`src/rtl/fetch_unit.sv`:
```
// Instruction fetch: drives the PC register, issues in-order imem requests and queues
// returned words toward decode. Optional FETCH_MISALIGN_CHECK_EN halts on misaligned redirects.
module fetch_unit #(
    parameter int DEPTH = 4,
    parameter int XLEN  = 32
) (
    input  logic            clk,
    input  logic            reset,
    input  logic [XLEN-1:0] pc,
    output logic            pc_en,
    output logic [XLEN-1:0] pc_next,
    output logic            imem_req_valid,
    input  logic            imem_req_ready,
    output logic [XLEN-1:0] imem_req_addr,
    input  logic            imem_rsp_valid,
    input  logic [XLEN-1:0] imem_rsp_data,
    input  logic            redirect_valid,
    input  logic [XLEN-1:0] redirect_target,
    output logic            if_valid,
    input  logic            if_ready,
    output logic [XLEN-1:0] if_instr,
    output logic [XLEN-1:0] if_pc
`ifdef FETCH_MISALIGN_CHECK_EN
    ,
    output logic            if_misalign
`endif
);

    localparam int AW = $clog2(DEPTH);
    localparam int CW = AW + 1;

    logic                      started_q;
    logic                      epoch_q, epoch_d;
    logic [DEPTH-1:0][XLEN-1:0] tag_pc_q;
    logic [DEPTH-1:0]          tag_ep_q, tag_live_q;
    logic [AW-1:0]             tag_wr_q, tag_rd_q;
    logic [CW-1:0]             inflight_q, inflight_d;
    logic [DEPTH-1:0][XLEN-1:0] fifo_pc_q, fifo_data_q;
    logic [AW-1:0]             f_wr_q, f_rd_q;
    logic [CW-1:0]             f_cnt_q, f_cnt_d;
    logic [CW-1:0]             occ;
    logic                      halted;
    logic                      redir, req_fire, rsp_keep, pop;
    logic [XLEN-1:0]           target_eff;

`ifdef FETCH_MISALIGN_CHECK_EN
    logic halted_q, halted_d;
    assign halted      = halted_q;
    assign if_misalign = halted_q;
    assign target_eff  = redirect_target;
    always_comb begin
        halted_d = halted_q;
        if (redirect_valid) halted_d = (redirect_target[1:0] != 2'b00);
    end
    always_ff @(posedge clk or posedge reset) begin
        if (reset) halted_q <= 1'b0;
        else       halted_q <= halted_d;
    end
`else
    assign halted     = 1'b0;
    assign target_eff = redirect_target & ~XLEN'(3);
`endif

    // Credits cover both in-flight requests and buffered words, so the FIFO cannot overflow.
    assign occ            = inflight_q + f_cnt_q;
    assign imem_req_valid = started_q & (occ < CW'(DEPTH)) & ~redirect_valid & ~halted;
    assign imem_req_addr  = pc;
    assign req_fire       = imem_req_valid & imem_req_ready;
    assign redir          = redirect_valid & ~reset;
    assign pc_en          = redir | req_fire;
    assign pc_next        = redir ? target_eff : (req_fire ? pc + XLEN'(4) : '0);

    // Live bits kill every older tag on redirect, so an aliased one-bit epoch is harmless.
    assign rsp_keep = imem_rsp_valid & ~redirect_valid & tag_live_q[tag_rd_q]
                    & (tag_ep_q[tag_rd_q] == epoch_q);
    assign if_valid = (f_cnt_q != '0);
    assign if_instr = fifo_data_q[f_rd_q];
    assign if_pc    = fifo_pc_q[f_rd_q];
    assign pop      = if_valid & if_ready & ~redirect_valid;

    always_comb begin
        epoch_d    = epoch_q ^ redirect_valid;
        inflight_d = inflight_q + CW'(req_fire) - CW'(imem_rsp_valid);
        f_cnt_d    = redirect_valid ? '0 : f_cnt_q + CW'(rsp_keep) - CW'(pop);
    end

    always_ff @(posedge clk or posedge reset) begin
        if (reset) begin
            started_q   <= 1'b0;
            epoch_q     <= 1'b0;
            inflight_q  <= '0;
            f_cnt_q     <= '0;
            tag_pc_q    <= '0;
            tag_ep_q    <= '0;
            tag_live_q  <= '0;
            tag_wr_q    <= '0;
            tag_rd_q    <= '0;
            fifo_pc_q   <= '0;
            fifo_data_q <= '0;
            f_wr_q      <= '0;
            f_rd_q      <= '0;
        end else begin
            started_q  <= 1'b1;
            epoch_q    <= epoch_d;
            inflight_q <= inflight_d;
            f_cnt_q    <= f_cnt_d;
            if (redirect_valid) tag_live_q <= '0;
            if (req_fire) begin
                tag_pc_q[tag_wr_q]   <= pc;
                tag_ep_q[tag_wr_q]   <= epoch_q;
                tag_live_q[tag_wr_q] <= 1'b1;
                tag_wr_q             <= tag_wr_q + AW'(1);
            end
            if (imem_rsp_valid) tag_rd_q <= tag_rd_q + AW'(1);
            if (redirect_valid) begin
                f_wr_q <= '0;
                f_rd_q <= '0;
            end else begin
                if (rsp_keep) begin
                    fifo_pc_q[f_wr_q]   <= tag_pc_q[tag_rd_q];
                    fifo_data_q[f_wr_q] <= imem_rsp_data;
                    f_wr_q              <= f_wr_q + AW'(1);
                end
                if (pop) f_rd_q <= f_rd_q + AW'(1);
            end
        end
    end

    // A response with nothing outstanding means the memory broke the protocol.
    always_ff @(posedge clk) begin
        if (!reset && imem_rsp_valid) assert (inflight_q != '0);
    end

endmodule

```
`config.mk`:
```
export PLATFORM = sky130hd
export DESIGN_NAME = fetch_unit
export DESIGN_NICKNAME = d
export VERILOG_FILES = /design/src/rtl/fetch_unit.sv
export SDC_FILE = /design/constraint.sdc
export NUM_CORES = 1
export LEC_CHECK = 0
export ABC_CLOCK_PERIOD_IN_PS = 13210
export BUFFER_PORTS_ARGS = -buffer_cell sky130_fd_sc_hd__clkbuf_2
export CORE_ASPECT_RATIO = 0.5
export CORE_UTILIZATION = 50
export DETAILED_ROUTE_END_ITERATION = 16
export PLACE_DENSITY = 0.71
export SYNTH_ARGS = -nofsm -noshare
export SYNTH_HDL_FRONTEND = slang
export SYNTH_SLANG_ARGS = --single-unit
```
`constraint.sdc`:
```
create_clock -name clk -period 13.21 [get_ports clk]
set_input_delay 1.9815 -clock clk [delete_from_list [all_inputs] [get_ports clk]]
set_output_delay 1.9815 -clock clk [all_outputs]
set_load 0.02 [all_outputs]
```
Yosys cells after proc, flatten, opt, wreduce, memory -nomap -nowiden --
Cells that the tools add are included.
Cells by class: add/sub/neg operators 10, order comparisons 7, equality and inequality tests 1, multiplexer cells 29, bitwise logic cells 14, reductions and logical operators 6
Operators by type and width (count):
- 128-bit bitwise mux | 3
- 32-bit 2-to-1 mux | 7
- 32-bit binary-select mux with 2-bit select | 3
- 32-bit demux with 2-bit select | 2
- 32-bit by 3-bit adder with 32-bit output, second input constant | 1
- 2-bit by 3-bit < comparator with 1-bit output, second input constant | 4
- 1-bit AND | 9
- 2-bit by 1-bit adder with 2-bit output, second input constant | 4
- 2-bit 2-to-1 mux | 4
- 4-bit 2-to-1 mux | 2
- 3-bit by 1-bit adder with 3-bit output | 2
- 3-bit by 1-bit subtractor with 3-bit output | 2
- 1-bit binary-select mux with 2-bit select | 2
- 4-bit bitwise mux | 1
- 2-bit by 1-bit greater-or-equal comparator with 1-bit output, second input constant | 2
- 4-bit OR | 1
- 2-bit nonzero test | 2
- 3-bit adder | 1
- 3-bit < comparator, second input constant | 1
- 1-bit 2-to-1 mux | 3
- 3-bit 2-to-1 mux | 1
- 3-bit nonzero test | 1
- 1-bit demux with 2-bit select | 1
- 1-bit logical AND | 2
- 5 further kinds | 6
Storage, ports and cells: register bits after elaboration 408, input bits 102, output and inout port bits 131, logic and storage cells 89

Depth between registers and ports, before layout --
depth in word-level cells 7, gate-level depth with buffers 12

Worst setup path after synthesis --
OpenSTA, ideal clock, no wires.
path type input port to output port, start input pc[5], end output pc_next[22], arrival time 3.769 ns, data required time 11.228 ns, setup slack 7.460 ns, stages 6, path through clkbuf_1 nand4_1 nor3_1 nand4_1 xor2_1 o21ai_0
Between the ends: cells in the longest elaborated chain, start to end 3
Ends and longest elaborated chain:
- from (decl) | RTL line 9 | input logic [XLEN-1:0] pc,
- 32-bit by 3-bit adder with 32-bit output | RTL line 71 | assign pc_next = redir ? target_eff : (req_fire ? pc + XLEN'(4) : '0);
- 32-bit 2-to-1 mux (2 in a row) | RTL line 71
- to (decl) | RTL line 11 | output logic [XLEN-1:0] pc_next,
No other way between the ends.

Worst setup path after layout --
start input pc[4], end output pc_next[25]
Same word-level chain as after synthesis.

==> impl_results.md <==
- Clock net sink count: 408
- Max-slew violations: 0
- Die width: 285.9 µm
- Vias in the first global route: about 12000
- Maximum fanout along the worst path: 10
- Placed Area: between 20000 and 25000 µm²
- Top cells by count, synth: 408 x dfrtp_1, 240 x mux2_4, 148 x mux2_2
- Ant diodes: 0
- Count leader, synth: dfrtp_1
- Top FF cell, synth: dfrtp_1
- Io pins: 233
- Final Hold Viols: 0
- Fin crit period: 6.028 ns
- Rel. slew slack: between 20% and 30%
- Largest vdd supply drop: 107.2 µV
- Crit-path slowest cell: nand4_1
- CP peak stage delay: 0.54 ns
- Synth-to-Final Area Change: 10.81%
- First-pass GRT wire length: 70410 µm
- Syn Area/Cell: between 15 and 20 µm²
- Synth async-reset ratio: 100.0%
- Crit path kind: input port to output pin
- CTS-repair resized insts: 0
- Row count: 51
- Hold/Removal Path Class: flip-flop to flip-flop
- FF+latch area: 10220 µm²
- R2R depth: 7
- Total track usage: 21.87%
- Skew final: about 0.021 ns
- Worst-path clk slew: 0.07 ns
- Mapped cell area: 20150 µm²
- CTS tree: yes
- Tcrit/Tclk final: 45.63%
- Largest cells by area after synthesis: dfrtp_1 51%, mux2_4 18%, mux4_2 10%
- Synth warn: 0
- FF-to-FF setup slack: 9.18 ns
- Pin count of the biggest net entering global routing: 181
- Die footprint: 41160 µm²
- Core footprint: roughly 39000 µm²
- DRT Pass-1 Iters: 5
- CTS H-Tree Depth: 2
- Share of layout cells above drive strength 1: between 50% and 60%
- Die height: 144.0 µm
- CP Buf/Inv Count: 2
- Final WL: 43980 µm
- Avg WL per Cell: 22.40 µm
- Post-route total power: 0.004449 W
- Yosys top cell by area: dfrtp_1
- Initial antenna violation count: 0
- Via Count: 11010
- Design Area, Final: 22330 µm²
- Yosys reg bits: 408
- Yosys top cell area share: 50.67%
- Hold slack: 0.4966 ns
- Hold path endpoint: inflight_q[2]$_DFF_PP0_
- Gpl congestion: 0.7601
- Final Setup Violations: 0
- Via/cell ratio: 5.608
- Util after Layout: 56.81%
- Min-delay src: inflight_q[2]$_DFF_PP0_
- Max_cap viols: 0
- TritonCTS Buffers: 38
- Worst-Margin Slew: approximately 1.2 ns
- Post-synth cell types: 44
- TNS Setup: 0 ns
- Initial core utilization: between 50 and 60%
- F_max: ~0.17 GHz
- Startpoint types: input port
- I/O Buffers: 230
- Most used cell along the critical path: clkbuf_2
- Cells after Synth: 1241
- WP data arrival: between 4 and 5 ns
- CP top delay family: simple AND/OR/NAND/NOR gates
- Hpwl dp: 27400 µm
- Status: finished clean
- EDFF count, synth: 0
- Grt total ovfl: 0
- Net Count, Synth: 1359
- Lkg Pwr: 10.50 nW
- CP cell instances: clkbuf_2 > and3_1 > nand4_1 > nor4_1 > xnor2_1 > o21ai_1 > clkbuf_2
- Post CTS Setup Buffer Count: 0
- Multi-input gate area: 8887 µm²
- CTS root buf: clkbuf_16
- Worst Hold Depth: 1
- # DRC: 0
- Crit path capture type: output pin
- Final #Nets: between 1500 and 2000
- Post-synthesis sequential area ratio: 50.67%
- Post-route ant nets: 0
- Worst skew pair latency: 0.54 ns
- RR Endpoint: fifo_data_q[62]$_DFFE_PP0P_
- Clock Path Buffers: 3
- RSZ-0062 raised after global routing: false
- Filler Cell Count: 3059
- Worst r2r src: tag_rd_q[1]$_DFFE_PP0P_
- CTS Hold Bufs: 0
- CP required: 11.23 ns
- First-iteration detailed-routing DRC count: slightly below 600
- Pwr/cell area: 199.3 nW/µm²
[kinds of logic (layout without fill, tap and decap cells)]
kind of cell / after synthesis / count (layout) / share of synthesized area, %
compound gates: 40 / 40 / 1.186
xor+xnor: 44 / 44 / 1.912
fa+ha+maj: 16 / 16 / 1.068
buf+inv: 136 / 328 / 5.340
flops: 408 / 408 / 50.67
mux: 485 / 485 / 37.07
other cells: 1 / 1 / 0.01861
simple gates: 111 / 111 / 2.738
[layer usage]
metal  part of all wire, %  wire, µm  track usage [%]  up-vias
met5                     0         0                0        -
met4                   1.5       670            4.419        0
met3                   3.0      1328            3.286       55
met2                    52     23010            39.40      182
met1                    43     18970            28.26     5957
li1                      -         -                -     4814
[final cells by class]
type                       count  area share [%]
multi-input combinational    697           39.80
tap                          530           2.970
inverter                      18          0.3194
clock inverter                11          0.5716
sequential                   408           45.77
clock buffer                  56           4.920
timing repair buffer         243           5.648
[worst max path at each step]
stage / end / slack (ns) / startpoint / depth (start not counted)
after global routing: pc_next[25] / 6.96 / pc[4] / 7
after detailed placement: pc_next[25] / 7.17 / pc[4] / 7
final: pc_next[25] / 7.18 / pc[4] / 7
after global placement: pc_next[21] / 7.23 / pc[4] / 7
after floorplan: epoch_q$_DFF_PP0_ / 5.73 / reset / 1
after CTS: pc_next[25] / 7.17 / pc[4] / 7
[registers in the layout, indices dropped and copies added, names as in the netlist]
signal,flops
epoch_q,1
f_cnt_q,3
inflight_q,3
tag_rd_q,2
tag_wr_q,2
started_q,1
tag_pc_q,128
f_wr_q,2
fifo_pc_q,128
fifo_data_q,128
f_rd_q,2
tag_live_q,4
tag_ep_q,4
[power breakdown]
part           internal (W)  leakage (nW)  switching, W
combinational      0.000818          4.47      0.000687
sequential          0.00160          5.43      0.000244
clock              0.000619         0.605      0.000478
total               0.00304          10.5       0.00141
[worst reg2reg max path, delay by kind of cell (launching register included)]
family / cells / cell delay, ns
AND/OR/NAND/NOR: 1 / 0.78
XOR/XNOR: 1 / 0.12
multiplexers: 2 / 0.77
flip-flops: 1 / 0.34
AO/OA/AOI/OAI: 1 / 0.60
buffers and inverters: 2 / 1.31
[cell usage in the layout, fill, tap and decap left out, types with 2 or more instances in the layout]
master	count
and2_1	3
and2_4	4
and3_1	6
and4_1	2
buf_4	12
bufinv_16	2
clkbuf_1	10
clkbuf_16	38
clkbuf_2	230
clkbuf_8	8
clkinv_2	5
dfrtp_1	404
dfrtp_2	2
dfrtp_4	2
fa_1	2
ha_1	14
inv_1	17
inv_6	2
mux2_2	148
mux2_4	240
mux4_1	4
mux4_2	92
nand2_1	41
nand2_2	4
nand3_1	14
nand4_1	6
nor2_1	11
nor3_1	5
nor4_1	4
o21ai_0	31
o21ai_1	3
or2_2	2
xnor2_1	24
xor2_1	20
[stage by stage]
step	cells	setup WS (ns)
final	1963	7.182
after global placement	1896	7.228
after CTS	1963	7.166
after detailed placement	1896	7.172
after global routing	1963	6.960
after floorplan	1241	5.731
Power figures use the tool's default switching activity.
